<file path="config.mk">
export PLATFORM = sky130hd
export DESIGN_NAME = crc16_byte_unit
export DESIGN_NICKNAME = d
export VERILOG_FILES = /design/src/rtl/boot_pkg.sv /design/src/rtl/crc16_byte_unit.sv
export SDC_FILE = /design/constraint.sdc
export NUM_CORES = 1
export LEC_CHECK = 0
export ABC_CLOCK_PERIOD_IN_PS = 2790
export CAP_MARGIN = 10
export CORE_AREA = 3 3 40 42
export DETAILED_ROUTE_END_ITERATION = 6
export DIE_AREA = 0 0 43 45
export PLACE_DENSITY = 0.81
export SLEW_MARGIN = 20
export SYNTH_ARGS = -nofsm -noshare
export SYNTH_HDL_FRONTEND = slang
export SYNTH_SLANG_ARGS = --single-unit
</file>
<file path="constraint.sdc">
create_clock -name vclk -period 2.79
set_input_delay 0.6975 -clock vclk [all_inputs]
set_output_delay 0.6975 -clock vclk [all_outputs]
set_load 0.03 [all_outputs]
</file>
<file path="src/rtl/boot_pkg.sv">
// Shared boot-path definitions: status codes,
// checker states and a byte-wide CRC-16 step.
package boot_pkg;

  localparam logic [7:0] ST_IDLE    = 8'h00;
  localparam logic [7:0] ST_BUSY    = 8'h01;
  localparam logic [7:0] ST_PASS    = 8'h02;
  localparam logic [7:0] ST_FAIL    = 8'h03;
  localparam logic [7:0] ST_LEN_ERR = 8'h04;

  typedef enum logic [1:0] {
    S_IDLE,
    S_READ,
    S_DRAIN,
    S_DONE
  } state_t;

  // MSB-first, non-reflected CRC over one byte
  function automatic logic [15:0] crc16_byte(
    input logic [15:0] crc,
    input logic [7:0]  data,
    input logic [15:0] poly
  );
    logic [15:0] c;
    logic        fb;
    c = crc;
    for (int i = 7; i >= 0; i--) begin
      fb = c[15] ^ data[i];
      c  = {c[14:0], 1'b0};
      if (fb) c = c ^ poly;
    end
    return c;
  endfunction

endpackage

</file>
<file path="src/rtl/crc16_byte_unit.sv">
// Combinational CRC-16 update for one byte,
// MSB-first with a configurable polynomial.
module crc16_byte_unit
  import boot_pkg::*;
#(
  parameter logic [15:0] POLY = 16'h1021
) (
  input  logic [15:0] crc,
  input  logic [7:0]  data,
  output logic [15:0] crc_next
);

  // one byte worth of polynomial division
  always_comb begin
    crc_next = crc16_byte(crc, data, POLY);
  end

endmodule

</file>
==> run summary <==
status -> complete, no violations
Worst VDD drop -> 0.262 mV
Worst Setup Start Kind -> primary input
via count -> 375
RSZ-0062 raised after global routing -> no
die width -> 43 µm
Syn Std Cell Area -> 388 µm²
Final Max Slew Viols -> 0
GR Util All Layers -> 11.6%
initial core utilization -> 30.2%
hold path depth -> 5
die area -> 1940 µm²
IO Port Bufs -> 40
Final period util -> 99.0%
Via density -> 4.08
Core Box Area -> 1280 µm²
dpl hpwl -> 966 µm
DRT antenna net count -> 0
max_cap viols -> 0
Util after Layout -> 67.4%
antenna violations before repair -> 0
Fin Setup TNS -> 0 ps
Setup CP Type -> primary input to output pin
Synth warnings -> 0
largest net degree at the start of global routing -> 5
DR iter-0 viols -> 0
Layout area overhead -> 123%
slew at the pin closest to its max-slew limit -> 328 ps
hold violation total from the final report -> 0
DR DRC count -> 0
CP endpoint kind -> output pin
Avg WL per Cell -> 11.4 µm
Crit Path Max Fanout -> 2
Power Density -> 423 nW/µm²
Setup Viol. Count Final -> 0
# hold bufs at CTS -> 0
clkbuf count -> 0
syn avg cell area -> 15.5 µm²
Pleak -> 0.465 nW
Hold Path Class -> primary input to output pin
Total Wirelength -> 1.05 mm
final antenna diode count -> 0
height of the chip -> 45 µm
Required @ worst endpoint -> 2090 ps
final RePlAce weighted congestion -> 0.570
Post-Synthesis Cells -> 25
gr ovfl total -> 0
Fillers -> 105
worst hold slack -> 2080 ps
Slew HR -> 78.0%
first-pass GRT wire length -> 1.77 mm
Ports -> 40
fin crit period -> 2760 ps
final net count -> 103
Mapped Nets -> 49
Seq/Total Area, Yosys -> 0%
vias in the first global route -> 427
CP arrival -> 2060 ps
sequential cells -> 0
Pre-Repair DR Iteration Count -> 1
count of cell types in the netlist -> 8
Register Area -> 0 µm²
f_max -> 0.362 GHz
# rows -> 13
share of layout cells above drive strength 1 -> 44.2%
[synthesized netlist by cell type]
cell	number	area [µm²]
xnor2_1	8	70.1
inv_1	1	3.75
xor3_1	3	71.3
xnor3_1	5	113
xnor2_2	3	48.8
xor2_1	3	26.3
xnor2_4	1	27.5
xor3_4	1	27.5
[kinds of logic (layout without fill, tap and decap cells)]
kind of cell  after synthesis  after routing  share of synthesized area [%]
xor+xnor                   24             24                           99.0
buf+inv                     1             53                          0.967
[cells in the final DEF (no fill, tap or decap), types with 3 or more instances in the layout]
cell / instances
xnor2_1: 7
xor2_1: 3
clkdlybuf4s50_1: 21
xnor2_2: 4
buf_2: 4
xnor3_1: 5
dlymetal6s2s_1: 3
buf_4: 23
xor3_1: 3
[where the power goes]
group          switching, W  internal [W]  leakage (nW)
registers                 0             0             0
logic              0.000183      0.000184         0.465
clock network             0             0             0
total              0.000183      0.000184         0.465
[worst max-delay path, cell delays in order]
cell and delay [ps]:
clkdlybuf4s50_1 460, xnor2_2 160, buf_4 140, xor3_4 420, buf_2 200
[layout make-up]
cell class | count | area [µm²] | share of cell area (%)
Tap cell | 15 | 18.8 | 2.17
Multi-Input combinational cell | 24 | 392 | 45.2
Timing Repair Buffer | 52 | 452 | 52.2
Inverter | 1 | 3.75 | 0.434
[metal layers]
layer | wire length, µm | track usage, % | vias to the layer above
li1 | - | - | 187
met1 | 267 | 9.93 | 164
met2 | 629 | 26.0 | 24
met3 | 147 | 4.38 | 0
met4 | 0 | 0 | 0
met5 | 0 | 0 | -
[metrics by stage]
stage	cells	total power, W	area (µm²)	worst slack (ps)
after detailed placement	88	0.000377	840	-465
after CTS	90	0.000369	842	-0.898
after global routing	92	0.000386	866	1.11
after floorplan	25	0.000222	388	356
final	92	0.000366	866	28.2
after global placement	88	0.000371	840	-400
[repair_timing]
item	4_1_cts	5_1_grt
endpoints found under the setup margin	7	6
pin swaps	2	2
buffers inserted	2	2
resized for setup	21	6
[path summary, 6_finish.rpt]
path | startpoint | to | slack [ps]
setup / recovery | crc[13] | crc_next[13] | 30
hold / removal | data[6] | crc_next[11] | 2080
Note: power is estimated with default switching activity, not from simulation.
